===== config.mk =====
export PLATFORM = sky130hd
export DESIGN_NAME = sram_req_arbiter
export DESIGN_NICKNAME = d
export VERILOG_FILES = /design/src/rtl/sram_req_arbiter_pkg.sv /design/src/rtl/sram_req_arbiter_prio_sel.sv /design/src/rtl/sram_req_arbiter.sv
export SDC_FILE = /design/constraint.sdc
export NUM_CORES = 1
export LEC_CHECK = 0
export BUFFER_PORTS_ARGS = -buffer_cell sky130_fd_sc_hd__buf_2
export CORE_AREA = 5 5 104 106
export CTS_CLUSTER_SIZE = 28
export DETAILED_ROUTE_END_ITERATION = 12
export DIE_AREA = 0 0 109 111
export GPL_TIMING_DRIVEN = 0
export PLACE_DENSITY_LB_ADDON = 0.3
export SLEW_MARGIN = 10
export SYNTH_ARGS = -nofsm -noshare
export SYNTH_HDL_FRONTEND = slang
export SYNTH_SLANG_ARGS = --single-unit

===== constraint.sdc =====
create_clock -name cpu_clk_50M -period 2 [get_ports cpu_clk_50M]
set_input_delay 0.2 -clock cpu_clk_50M [delete_from_list [all_inputs] [get_ports cpu_clk_50M]]
set_output_delay 0.2 -clock cpu_clk_50M [all_outputs]
set_load 0.01 [all_outputs]

===== src/rtl/sram_req_arbiter_pkg.sv =====
// Shared types and constants for the IF/MEM sram port arbiter.
package sram_req_arbiter_pkg;

  localparam int unsigned INST_ADDR_BUS = 32;
  localparam int unsigned REG_BUS       = 32;
  localparam int unsigned MEM_SIZE_W    = 2;
  localparam logic        RST_ENABLE    = 1'b0;

  localparam logic [MEM_SIZE_W-1:0] MEM_SIZE_WORD = 2'd2;

  typedef enum logic [1:0] {
    ARB_IDLE      = 2'd0,
    ARB_WAIT_ADDR = 2'd1,
    ARB_WAIT_DATA = 2'd2
  } arb_state_e;

  typedef enum logic {
    ARB_OWNER_INST = 1'b0,
    ARB_OWNER_DATA = 1'b1
  } arb_owner_e;

  // Fields presented to the bridge for one transaction
  typedef struct packed {
    logic                     wr;
    logic [MEM_SIZE_W-1:0]    size;
    logic [INST_ADDR_BUS-1:0] addr;
    logic [REG_BUS-1:0]       wdata;
  } mem_cmd_t;

  function automatic int unsigned streak_width(input int unsigned max_streak);
    return (max_streak < 1) ? 1 : $clog2(max_streak + 1);
  endfunction

endpackage


===== src/rtl/sram_req_arbiter_prio_sel.sv =====
// Combinational winner selection: data first, but fetch is forced in after a bounded data streak.
module arb_prio_sel
  import sram_req_arbiter_pkg::*;
#(
  parameter  int unsigned DATA_STREAK_MAX = 4,
  localparam int unsigned STREAK_W        = streak_width(DATA_STREAK_MAX)
) (
  input  logic                inst_req_i,
  input  logic                data_req_i,
  input  logic [STREAK_W-1:0] streak_i,
  output arb_owner_e          winner_c_o,
  output logic [STREAK_W-1:0] streak_c_o
);

  localparam logic [STREAK_W-1:0] STREAK_CAP = STREAK_W'(DATA_STREAK_MAX);

  logic at_cap;

  assign at_cap = (streak_i == STREAK_CAP);

  // Streak only grows while fetch is actually waiting behind a data grant
  always_comb begin
    winner_c_o = ARB_OWNER_INST;
    streak_c_o = '0;
    if (data_req_i && !(inst_req_i && at_cap)) begin
      winner_c_o = ARB_OWNER_DATA;
      if (inst_req_i) begin
        streak_c_o = at_cap ? STREAK_CAP : streak_i + STREAK_W'(1);
      end
    end
  end

endmodule


===== src/rtl/sram_req_arbiter.sv =====
// Shares one sram-like bridge port between instruction fetch and data access,
// one transaction outstanding, with responses routed back to the owner only.
module sram_req_arbiter
  import sram_req_arbiter_pkg::*;
#(
  parameter int unsigned DATA_STREAK_MAX = 4
) (
  input  logic                     cpu_clk_50M,
  input  logic                     cpu_rst_n,
  input  logic                     inst_req,
  input  logic [INST_ADDR_BUS-1:0] inst_addr,
  output logic                     inst_addr_ok,
  output logic                     inst_data_ok,
  output logic [REG_BUS-1:0]       inst_rdata,
  input  logic                     data_req,
  input  logic                     data_wr,
  input  logic [MEM_SIZE_W-1:0]    data_size,
  input  logic [INST_ADDR_BUS-1:0] data_addr,
  input  logic [REG_BUS-1:0]       data_wdata,
  output logic                     data_addr_ok,
  output logic                     data_data_ok,
  output logic [REG_BUS-1:0]       data_rdata,
  output logic                     mem_req,
  output logic                     mem_wr,
  output logic [MEM_SIZE_W-1:0]    mem_size,
  output logic [INST_ADDR_BUS-1:0] mem_addr,
  output logic [REG_BUS-1:0]       mem_wdata,
  input  logic                     mem_addr_ok,
  input  logic                     mem_data_ok,
  input  logic [REG_BUS-1:0]       mem_rdata,
  output logic                     arb_busy
);

  localparam int unsigned STREAK_W = streak_width(DATA_STREAK_MAX);

  arb_state_e          state_q;
  arb_owner_e          owner_q;
  arb_owner_e          winner;
  logic [STREAK_W-1:0] streak_q;
  logic [STREAK_W-1:0] streak_d;
  mem_cmd_t            cmd_q;
  mem_cmd_t            cmd_d;
  logic                mem_req_q;
  logic                addr_hs;
  logic                data_hs;

  arb_prio_sel #(
    .DATA_STREAK_MAX(DATA_STREAK_MAX)
  ) u_prio_sel (
    .inst_req_i(inst_req),
    .data_req_i(data_req),
    .streak_i  (streak_q),
    .winner_c_o(winner),
    .streak_c_o(streak_d)
  );

  // Fields of whichever requester wins this cycle; fetch is always a word read
  always_comb begin
    cmd_d       = '0;
    cmd_d.size  = MEM_SIZE_WORD;
    cmd_d.addr  = inst_addr;
    if (winner == ARB_OWNER_DATA) begin
      cmd_d.wr    = data_wr;
      cmd_d.size  = data_size;
      cmd_d.addr  = data_addr;
      cmd_d.wdata = data_wdata;
    end
  end

  always_ff @(posedge cpu_clk_50M) begin
    if (cpu_rst_n == RST_ENABLE) begin
      state_q   <= ARB_IDLE;
      owner_q   <= ARB_OWNER_INST;
      streak_q  <= '0;
      mem_req_q <= 1'b0;
      cmd_q     <= '0;
    end else begin
      unique case (state_q)
        ARB_IDLE: begin
          if (inst_req || data_req) begin
            owner_q   <= winner;
            streak_q  <= streak_d;
            cmd_q     <= cmd_d;
            mem_req_q <= 1'b1;
            state_q   <= ARB_WAIT_ADDR;
          end
        end
        // A data_ok arriving before the address handshake is ignored
        ARB_WAIT_ADDR: begin
          if (mem_addr_ok) begin
            mem_req_q <= 1'b0;
            state_q   <= ARB_WAIT_DATA;
          end
        end
        ARB_WAIT_DATA: begin
          if (mem_data_ok) begin
            state_q <= ARB_IDLE;
          end
        end
        default: begin
          mem_req_q <= 1'b0;
          state_q   <= ARB_IDLE;
        end
      endcase
    end
  end

  assign addr_hs = (state_q == ARB_WAIT_ADDR) && mem_addr_ok;
  assign data_hs = (state_q == ARB_WAIT_DATA) && mem_data_ok;

  assign inst_addr_ok = addr_hs && (owner_q == ARB_OWNER_INST);
  assign data_addr_ok = addr_hs && (owner_q == ARB_OWNER_DATA);
  assign inst_data_ok = data_hs && (owner_q == ARB_OWNER_INST);
  assign data_data_ok = data_hs && (owner_q == ARB_OWNER_DATA);
  assign inst_rdata   = mem_rdata;
  assign data_rdata   = mem_rdata;

  assign mem_req   = mem_req_q;
  assign mem_wr    = cmd_q.wr;
  assign mem_size  = cmd_q.size;
  assign mem_addr  = cmd_q.addr;
  assign mem_wdata = cmd_q.wdata;
  assign arb_busy  = (state_q != ARB_IDLE);

endmodule


==> out/metrics.yaml, run 1 <==
power_and_ir_drop:
  ir_worst_vdd_mv: 0.462
  clockPowerShare_pct: 33.0
  p_total_mw: 3.88
  power_frac_comb_pct: 24.2
  p_per_area_nw_per_um2: 756
  seqPwrFrac_pct: 42.8
  p_sw_share_pct: 29.4
  p_int_mw: 2.74
  net-switching-power_mw: 1.14
  leakagePower_nw: 2.62
route:
  drc: 0
  wl_met3_um: 1160
  viasPerCell: 4.65
  top_layer: "met4"
  drt-met1-wl_um: 4500
  wl_per_cell_um: 14.5
  ant_nets: 0
  first_pass_iters: 4
  route.met2.wl_um: 6280
  vias: 3890
  drt-total-wl_um: 12100
  initialDrtViolationCount: 126
clock_network:
  clockRootBuffer: "clkbuf_8"
  post_cts_resized: 0
  ctsHtreeMaxLevel: 3
  cts_inserted_buffers: 9
  ctsHoldBuffers: 0
  cts.sinks: 74
  clkTransAtPathRegs_ns: 0.08
  postCtsSetupRepairBufs: 0
  clk_latency_ns: 0.34
  cts_tree: "built"
  clockBufferDepth: 2
setup_path:
  arrival_ns: 1.95
  reg2reg_from: "streak_q[0]"
  worstReg2RegEnd: "mem_wdata[2]"
  startpoint_type: "flip-flop"
  reg2reg_depth: 9
  worstSetupPathType: "flip-flop to flip-flop"
  end_kind: "flip-flop"
  required_ns: 2.26
  reg2reg_slack_ns: 0.31
  critPathMaxFanout: 10
synth:
  synthTopCellsByArea: "dfxtp_1 (42%), buf_4 (14%), a21oi_1 (9.6%), nand2_1 (8.0%), a21boi_1 (7.8%)"
  synth.cell_area_um2: 3550
  synth-edff-count: 0
  yosysUniqueCellTypes: 25
  synth_top_cell_by_area: "dfxtp_1"
  ys.flop_type: "dfxtp_1"
  syn_avg_cell_area_um2: 7.92
  syn-num-nets: 587
  async_reset_ff_share_pct: 0
  syn_inst: 448
  ys_ff_latch: 74
  ys_warn_count: 0
  ys_seq_area_share_pct: 41.7
  synth_top_area_share_pct: 41.7
die:
  io_pins: 274
  die_height_um: 111
  core_um2: 9680
  placement_rows: 36
  fp.dieArea_um2: 12100
  start_util_pct: 36.7
  die_w_um: 109
worst_hold_path:
  whs_endpoint: "mem_addr[30]"
  min_delay_path_depth: 3
  hp-start: "inst_addr[30]"
  worstHoldPathType: "input pin to flip-flop"
timing:
  max_freq_ghz: 0.591
  finalCriticalPeriod_ns: 1.69
  hold_viol: 0
  final_max_slew_viol_count: 0
  fin_crit_sh_pct: 84.7
  max_slew_margin_pct: 63.7
  rsz0062_at_grt: "false"
  final-setup-viol-count: 0
  tightest_slew_ns: 0.544
  holdWs_ns: 0.0926
  clock_skew_ns: 0.0123
  finalSetupTns_ns: 0
finish:
  drive_gt1_share_pct: 48.3
  fill_cells: 982
  final_cell_area_um2: 5130
  area_growth_pct: 44.7
  fin_nets: 838
  final_cell_mix: "buf_2 (251), nand2_1 (76), dfxtp_1 (74)"
  final_common_cell: "buf_2"
  antenna-diode-count: 0
global_routing:
  grt_pass1_wl_um: 18700
  grt_pass1_vias: 3928
  grtUsageTotal_pct: 19.1
  grt_max_degree: 14
  antenna_found_initial: 0
  gr-total-overflow: 0
placed_design:
  gp_congestion: 0.768
  dp_hpwl_um: 9840
  placed_cell_area_um2: 4920
  portBuffers: 240
outcome:
  status: "complete, no violations"
job:
  maxCapViolations: 0
==> cells in the mapped netlist, types with 2 or more instances <==
master / n
a21oi_1: 68
o21ai_0: 31
o21ai_1: 3
ha_1: 2
nor3_1: 2
nor2_1: 4
nand2_1: 76
nand3_1: 37
buf_6: 3
buf_2: 11
dfxtp_1: 74
a21boi_1: 37
inv_1: 4
nor2b_1: 2
a21boi_0: 2
and2_1: 2
buf_4: 68
clkbuf_1: 15
==> metrics by stage <==
stage	cells	util, %	worst slack (ns)
finish	837	53.0	0.307
global route	837	53.0	0.129
CTS	837	53.0	0.317
detailed placement	821	50.8	0.332
global placement	821	50.8	0.368
floorplan	448	-	0.581
==> per-layer routing <==
metal / up-vias / track usage, %
li1: 1939 / -
met1: 1762 / 20.6
met2: 174 / 35.3
met3: 15 / 5.88
met4: 0 / 4.80
met5: - / 0
==> cell families after synthesis <==
family / Yosys count / share of synthesized area (%)
buffers and inverters: 102 / 19.0
AO/OA/AOI/OAI: 143 / 23.1
adder cells (fa/ha/maj): 2 / 0.705
AND/OR/NAND/NOR: 127 / 15.4
flip-flops: 74 / 41.7
==> worst max-delay path: stages, from the launching register on <==
cell and delay (ns):
dfxtp_1 0.36, inv_1 0.07, ha_1 0.22, nand3_1 0.10
and2_1 0.13, clkbuf_2 0.13, buf_4 0.21, buf_6 0.17
nand3_1 0.08, a21boi_1 0.15
==> registers in the layout, summed over array words and instances, names as in the netlist <==
signal and count:
mem_addr 32, mem_req 1, mem_size 2, mem_wdata 32, mem_wr 1, owner_q 1
state_q 2, streak_q 3
==> worst max path at each step <==
stage	startpoint	endpoint	slack [ns]	cells after the start
after CTS	streak_q[0]	mem_addr[7]	0.32	7
after detailed placement	streak_q[0]	mem_addr[7]	0.33	7
after global routing	streak_q[0]	mem_wdata[16]	0.13	9
final	streak_q[0]	mem_wdata[2]	0.31	9
after global placement	streak_q[0]	mem_wdata[14]	0.37	9
after floorplan	streak_q[0]	mem_wdata[10]	0.58	9
==> area by class of cell <==
type | count | area (um^2) | area share (%)
Buffer | 98 | 661 | 12.9
Clock buffer | 10 | 128 | 2.49
Clock inverter | 6 | 90.1 | 1.75
Inverter | 4 | 15.0 | 0.292
Multi-Input combinational cell | 272 | 1390 | 27.1
Sequential cell | 74 | 1480 | 28.8
Tap cell | 133 | 166 | 3.24
Timing Repair Buffer | 240 | 1200 | 23.4
==> power groups by stage <==
stage | combinational, mW | clock [mW] | sequential, mW
finish | 0.938 | 1.28 | 1.66
global route | 1.04 | 1.38 | 1.68
CTS | 0.955 | 1.31 | 1.66
detailed placement | 0.953 | 0 | 1.69
global placement | 0.933 | 0 | 1.69
floorplan | 0.480 | 0 | 1.75
Power figures use the tool's default switching activity.
==> inputs of run 2 (changes only) <==
CORE_AREA = not set   (was 5 5 104 106)
CORE_ASPECT_RATIO = 1.75   (was not set)
CORE_MARGIN = 5   (was not set)
CORE_UTILIZATION = 36   (was not set)
DIE_AREA = not set   (was 0 0 109 111)
clock period = 1.45 ns   (was 2 ns; I/O delays follow)
==> run 2 against run 1 <==
Non-clock buffer count increased by 6. First-iteration DRC count increased by 0.79%. Sequential share of layout area decreased by 2.1 points. Combinational power increased by 52%. Clock power increased by 66%. Power increased by 51%. Register-to-register slack got worse by 0.28 ns. Hold slack got worse by 0.040 ns.
==> out/metrics.yaml, run 2 (same netlist as run 1, synthesis figures left out) <==
timing:
  hold_viol: 0  # unchanged
  rsz0062_at_grt: "true"
  finalCriticalPeriod_ns: 1.43  # -0.266 ns
  holdWs_ns: 0.0523  # -0.0403 ns
  tightest_slew_ns: 0.501  # -0.0433 ns
  fin_ws_ns: 0.0222  # -0.284 ns
  finalSetupTns_ns: 0  # unchanged
  fin_crit_sh_pct: 98.5  # +14 points
  max_slew_margin_pct: 66.6  # +2.9 points
  max_freq_ghz: 0.700  # +19%
  final-setup-viol-count: 0  # unchanged
  clock_skew_ns: 0.00683  # -0.00550 ns
  final_max_slew_viol_count: 0  # unchanged
route:
  vias: 3948  # +1.5%
  initialDrtViolationCount: 127  # +0.79%
  ant_nets: 0  # unchanged
  drc: 0  # unchanged
  drt-total-wl_um: 12700  # +4.9%
  wl_per_cell_um: 15.2  # +5.1%
  first_pass_iters: 4  # unchanged
  viasPerCell: 4.73  # +1.7%
finish:
  stdcell_count: 835  # -0.24%
  area_growth_pct: 56.9
  final_common_cell: "buf_2"
  antenna-diode-count: 0  # unchanged
  final_cell_area_um2: 5570  # +8.5%
  fin_nets: 844  # +0.72%
  drive_gt1_share_pct: 55.8  # +7.5 points
  fill_cells: 949  # -3.4%
  post-route-util_pct: 56.9  # +3.9 points
  final_cell_mix: "buf_2 (246), nand2_1 (74), buf_4 (71)"
setup_path:
  slowest_stage: "dfxtp_2"
  critPathMaxFanout: 7  # -3
  worstSetupPathType: "flip-flop to flip-flop"
  startpoint_type: "flip-flop"
  reg2reg_slack_ns: 0.02  # -0.28 ns
  required_ns: 1.71  # -0.55 ns
  end_kind: "flip-flop"
  crit_chain: "inv_2, ha_4, nand3_4, and2_4, buf_12, clkbuf_16, nand3_2, a21boi_2"
  arrival_ns: 1.68  # -0.27 ns
  critical_path.max_stage_delay_ns: 0.33  # -0.03 ns
  reg2reg_from: "streak_q[0]"
  reg2reg_depth: 8  # -1
  worstReg2RegEnd: "mem_wdata[26]"
placed_design:
  dp_slack_ns: -0.249  # -0.581 ns
  dpl.cell_count: 813  # -0.97%
  gp_congestion: 0.782  # +1.8%
  portBuffers: 240  # unchanged
  placed_cell_area_um2: 4910  # -0.20%
  dp_hpwl_um: 9980  # +1.4%
die:
  die_w_um: 85.1  # -22%
  placement_rows: 48  # +33%
  core_um2: 9790  # +1.1%
  die_height_um: 141  # +27%
  start_util_pct: 36.3  # -0.39 points
  fp.dieArea_um2: 12000  # -0.62%
  io_pins: 274  # unchanged
clock_network:
  ctsHtreeMaxLevel: 3  # unchanged
  clockRootBuffer: "clkbuf_16"
  cts.sinks: 74  # unchanged
  clkTransAtPathRegs_ns: 0.06  # -0.02 ns
  clockBufferDepth: 2  # unchanged
  ctsHoldBuffers: 0  # unchanged
  cts_tree: "built"
  clk_latency_ns: 0.33  # about the same
  cts_inserted_buffers: 9  # unchanged
worst_hold_path:
  worstHoldPathType: "input pin to flip-flop"
  min_delay_path_depth: 3  # unchanged
  whs_endpoint: "mem_addr[23]"
  hp-start: "inst_addr[23]"
power_and_ir_drop:
  leakagePower_nw: 2.77  # +5.8%
  p_total_mw: 5.85  # +51%
  p_per_area_nw_per_um2: 1050  # +39%
  ir_worst_vdd_mv: 0.884  # +92%
global_routing:
  grt_max_degree: 13  # -1
  grtUsageTotal_pct: 19.8  # +0.75 points
  grt_pass1_vias: 3978  # +1.3%
  gr-total-overflow: 0  # unchanged
  antenna_found_initial: 0  # unchanged
  grt_pass1_wl_um: 19200  # +2.5%
outcome:
  status: "complete, no violations"
job:
  maxCapViolations: 0  # unchanged
run 2: cell count changes in the layout (fill, tap and decap cells not counted), moves of 5 or more:
cell	previous run	this run
a21oi_1	68	53
a21oi_2	0	13
clkbuf_16	0	12
nand3_1	37	27
clkbuf_1	16	8
nand3_2	0	8
clkbuf_4	0	7
a21boi_1	37	31
a21boi_2	0	6
clkbuf_8	9	3
buf_2	251	246
run 2: where the power goes:
part,switching [mW],leakage [nW],internal [mW]
Combinational,0.752,2.02,0.675
Clock,0.836,0.141,1.29
Sequential,0.0899,0.611,2.21
run 2: routing by layer:
metal / part of all wire [%] / vias to the layer above / global-route usage [%]
met5: 0 / - / 0
li1: - / 1960 / -
met4: 1.4 / 0 / 6.01
met2: 57 / 192 / 40.0
met3: 9.6 / 14 / 5.98
met1: 32 / 1782 / 18.3
run 2: worst max-delay path by stage:
stage                 from       endpoint  slack (ns)  cells after the start
6_report       streak_q[0]  mem_wdata[26]        0.02                      8
5_1_grt        streak_q[0]    mem_addr[2]       -0.06                      8
4_1_cts        streak_q[0]    mem_addr[1]       -0.02                      9
3_5_place_dp   streak_q[0]  mem_wdata[14]       -0.25                      9
3_3_place_gp   streak_q[0]  mem_wdata[14]       -0.22                      9
2_1_floorplan  streak_q[0]  mem_wdata[10]        0.03                      9
run 2: critical path, delay by kind of cell (launching register included):
kind	cells	cell delay (ns)
AOI/OAI and AO/OA	1	0.16
adders and majority gates	1	0.16
buffers and inverters	3	0.36
DFF	1	0.33
and+or+nand+nor	3	0.33
run 2: repair_timing:
action,4_1_cts,5_1_grt
pin swaps,16,19
setup buffers,3,1
setup endpoints to repair,69,72
gates cloned,0,3
resized for setup,32,48
run 2: cell type report:
cell class	instances	area (um^2)	share of cell area, %
multi-input combinational	272	1580	28.4
sequential	74	1490	26.8
timing repair buffer	247	1320	23.7
buffer	97	713	12.8
clock buffer	12	267	4.78
tap	125	156	2.81
clock inverter	4	25.0	0.449
inverter	4	15.0	0.270
==> inputs of run 3 (changes only) <==
CORE_AREA = 5 5 104 106   (was not set)
CORE_ASPECT_RATIO = not set   (was 1.75)
CORE_MARGIN = not set   (was 5)
CORE_UTILIZATION = not set   (was 36)
DIE_AREA = 0 0 109 111   (was not set)
clock period = 1.6 ns   (was 1.45 ns; I/O delays follow)
==> run 3 against run 2 <==
Clock power is 24% lower. Clock skew is 0.0049 ns higher. Flip-flop and latch count stayed put. Hold slack worse by 0.0033 ns. Count of clock-buffer cells in the layout is 2 lower. Critical endpoint is now mem_addr[3]. Cell count is 0.48% higher. Register-to-register slack better by 0.02 ns. Critical path depth stayed put. Highest routed layer unchanged. Non-clock buffer count is 4 lower. Sequential power is 9.6% lower. Worst setup slack better by 0.018 ns.
==> out/metrics.yaml, run 3 (same netlist as run 1, synthesis figures left out) <==
global_routing:
  grtUsageTotal_pct: 19.2  # -0.56 points
  gr-total-overflow: 0  # unchanged
  grt_max_degree: 14  # +1
  antenna_found_initial: 0  # unchanged
  grt_pass1_vias: 3943  # -0.88%
  grt_pass1_wl_um: 18900  # -1.6%
clock_network:
  cts_tree: "built"
  cts_inserted_buffers: 9  # unchanged
  ctsHtreeMaxLevel: 3  # unchanged
  clkTransAtPathRegs_ns: 0.08  # +0.02 ns
  clockRootBuffer: "clkbuf_8"
  postCtsSetupRepairBufs: 0  # -3
  ctsHoldBuffers: 0  # unchanged
  clockBufferDepth: 2  # unchanged
  clk_latency_ns: 0.34  # about the same
  cts.sinks: 74  # unchanged
setup_path:
  critPathMaxFanout: 5  # -2
  startpoint_type: "flip-flop"
  path_delay_family: "buffers and inverters"
  crit_buf_inv: 3  # unchanged
  crit_chain: "inv_1, ha_4, nand3_2, and2_4, clkbuf_8, bufbuf_16, a21oi_4, a21oi_1"
  worstSetupPathType: "flip-flop to flip-flop"
  slowest_stage: "dfxtp_2"
  arrival_ns: 1.79  # +0.11 ns
  reg2reg_from: "streak_q[1]"
  crit_start: "streak_q[1]"
  required_ns: 1.83  # +0.12 ns
  critical_path.max_stage_delay_ns: 0.33  # about the same
  end_kind: "flip-flop"
timing:
  max_freq_ghz: 0.641  # -8.5%
  final-setup-viol-count: 0  # unchanged
  tightest_slew_ns: 0.559  # +0.0580 ns
  finalCriticalPeriod_ns: 1.56  # +0.132 ns
  fin_crit_sh_pct: 97.5  # -0.96 points
  hold_viol: 0  # unchanged
  max_slew_margin_pct: 62.7  # -3.9 points
  clock_skew_ns: 0.0118  # +0.00494 ns
  final_max_slew_viol_count: 0  # unchanged
die:
  die_height_um: 111  # -21%
  fp.dieArea_um2: 12100  # +0.62%
  io_pins: 274  # unchanged
  placement_rows: 36  # -25%
  core_um2: 9680  # -1.1%
  die_w_um: 109  # +28%
  start_util_pct: 36.7  # +0.39 points
finish:
  post-route-util_pct: 54.7  # -2.2 points
  drive_gt1_share_pct: 51.7  # -4.1 points
  area_growth_pct: 49.3
  fin_nets: 840  # -0.47%
  antenna-diode-count: 0  # unchanged
  final_cell_mix: "buf_2 (251), nand2_1 (76), dfxtp_1 (70)"
  final_common_cell: "buf_2"
power_and_ir_drop:
  clockPowerShare_pct: 32.6  # -3.8 points
  seqPwrFrac_pct: 42.3  # +3.0 points
  p_sw_share_pct: 29.6  # +0.97 points
  net-switching-power_mw: 1.46  # -13%
  ir_worst_vdd_mv: 0.584  # -34%
  p_total_mw: 4.92  # -16%
  power_frac_comb_pct: 25.0  # +0.6 points
  leakagePower_nw: 2.70  # -2.8%
  p_per_area_nw_per_um2: 928  # -12%
  p_int_mw: 3.46  # -17%
route:
  initialDrtViolationCount: 131  # +3.1%
  drc: 0  # unchanged
  first_pass_iters: 6  # +2
  viasPerCell: 4.67  # -1.3%
  wl_per_cell_um: 14.8  # -2.8%
  vias: 3917  # -0.79%
  drt-total-wl_um: 12400  # -2.3%
  ant_nets: 0  # unchanged
job:
  maxCapViolations: 0  # unchanged
outcome:
  status: "complete, no violations"
worst_hold_path:
  worstHoldPathType: "input pin to flip-flop"
  hp-start: "inst_addr[30]"
placed_design:
  dp_hpwl_um: 9840  # -1.4%
  portBuffers: 240  # unchanged
  gp_congestion: 0.768  # -1.8%
run 3: final cells by class:
type                            count  area [um^2]
Timing Repair Buffer              242         1260
Buffer                             98          702
Sequential cell                    74         1490
Inverter                            4         15.0
Tap cell                          133          166
Multi-Input combinational cell    272         1460
Clock buffer                       10          128
Clock inverter                      6         90.1
Fill cell                         953         4380
run 3: through the flow:
| step | hold slack, ns | instances | worst slack, ns | TNS, ns | instance area, um^2 |
|---|---|---|---|---|---|
| floorplan | 0.294 | 448 | 0.181 | 0 | 3550 |
| global placement | 0.395 | 821 | -0.0321 | -0.354 | 4920 |
| detailed placement | 0.406 | 821 | -0.0685 | -0.924 | 4920 |
| CTS | 0.0364 | 838 | 0.00750 | 0 | 5200 |
| global route | 0.0461 | 839 | -0.0135 | -0.0436 | 5300 |
| finish | 0.0489 | 839 | 0.0398 | 0 | 5300 |
run 3: path summary, 6_finish.rpt:
check	end	slack (ns)	cells after the start
hold / removal	mem_addr[30]	0.05	3
setup / recovery	mem_addr[3]	0.04	8
hold reg to reg	mem_wdata[14]	0.45	2
setup reg to reg	mem_addr[3]	0.04	8
run 3: what timing repair did:
| item | CTS | global route |
|---|---|---|
| hold endpoints to repair | 0 | 0 |
| pin swaps | 2 | 4 |
| setup endpoints to repair | 60 | 66 |
| gates resized for setup | 11 | 27 |
| cloned | 1 | 1 |
run 3: worst reg2reg max path, cell delays in order (launching register included):
cell and delay (ns):
dfxtp_2 0.33, inv_1 0.09, ha_4 0.15, nand3_2 0.08, and2_4 0.17, clkbuf_8 0.15, bufbuf_16 0.27, a21oi_4 0.14
a21oi_1 0.08
run 3: power groups by stage:
stage / clock (mW) / sequential (mW) / combinational, mW
detailed placement: 0 / 2.12 / 1.19
CTS: 1.63 / 2.08 / 1.21
floorplan: 0 / 2.18 / 0.600
global route: 1.73 / 2.10 / 1.36
global placement: 0 / 2.11 / 1.17
finish: 1.61 / 2.08 / 1.23
run 3: metal layers:
layer	share of wire (%)	track usage, %	routed length (um)	vias up
met1	38	20.9	4660	1796
li1	-	-	-	1946
met2	52	35.6	6460	160
met4	1.4	4.80	176	0
met3	9.0	5.88	1110	15
met5	0	0	0	-
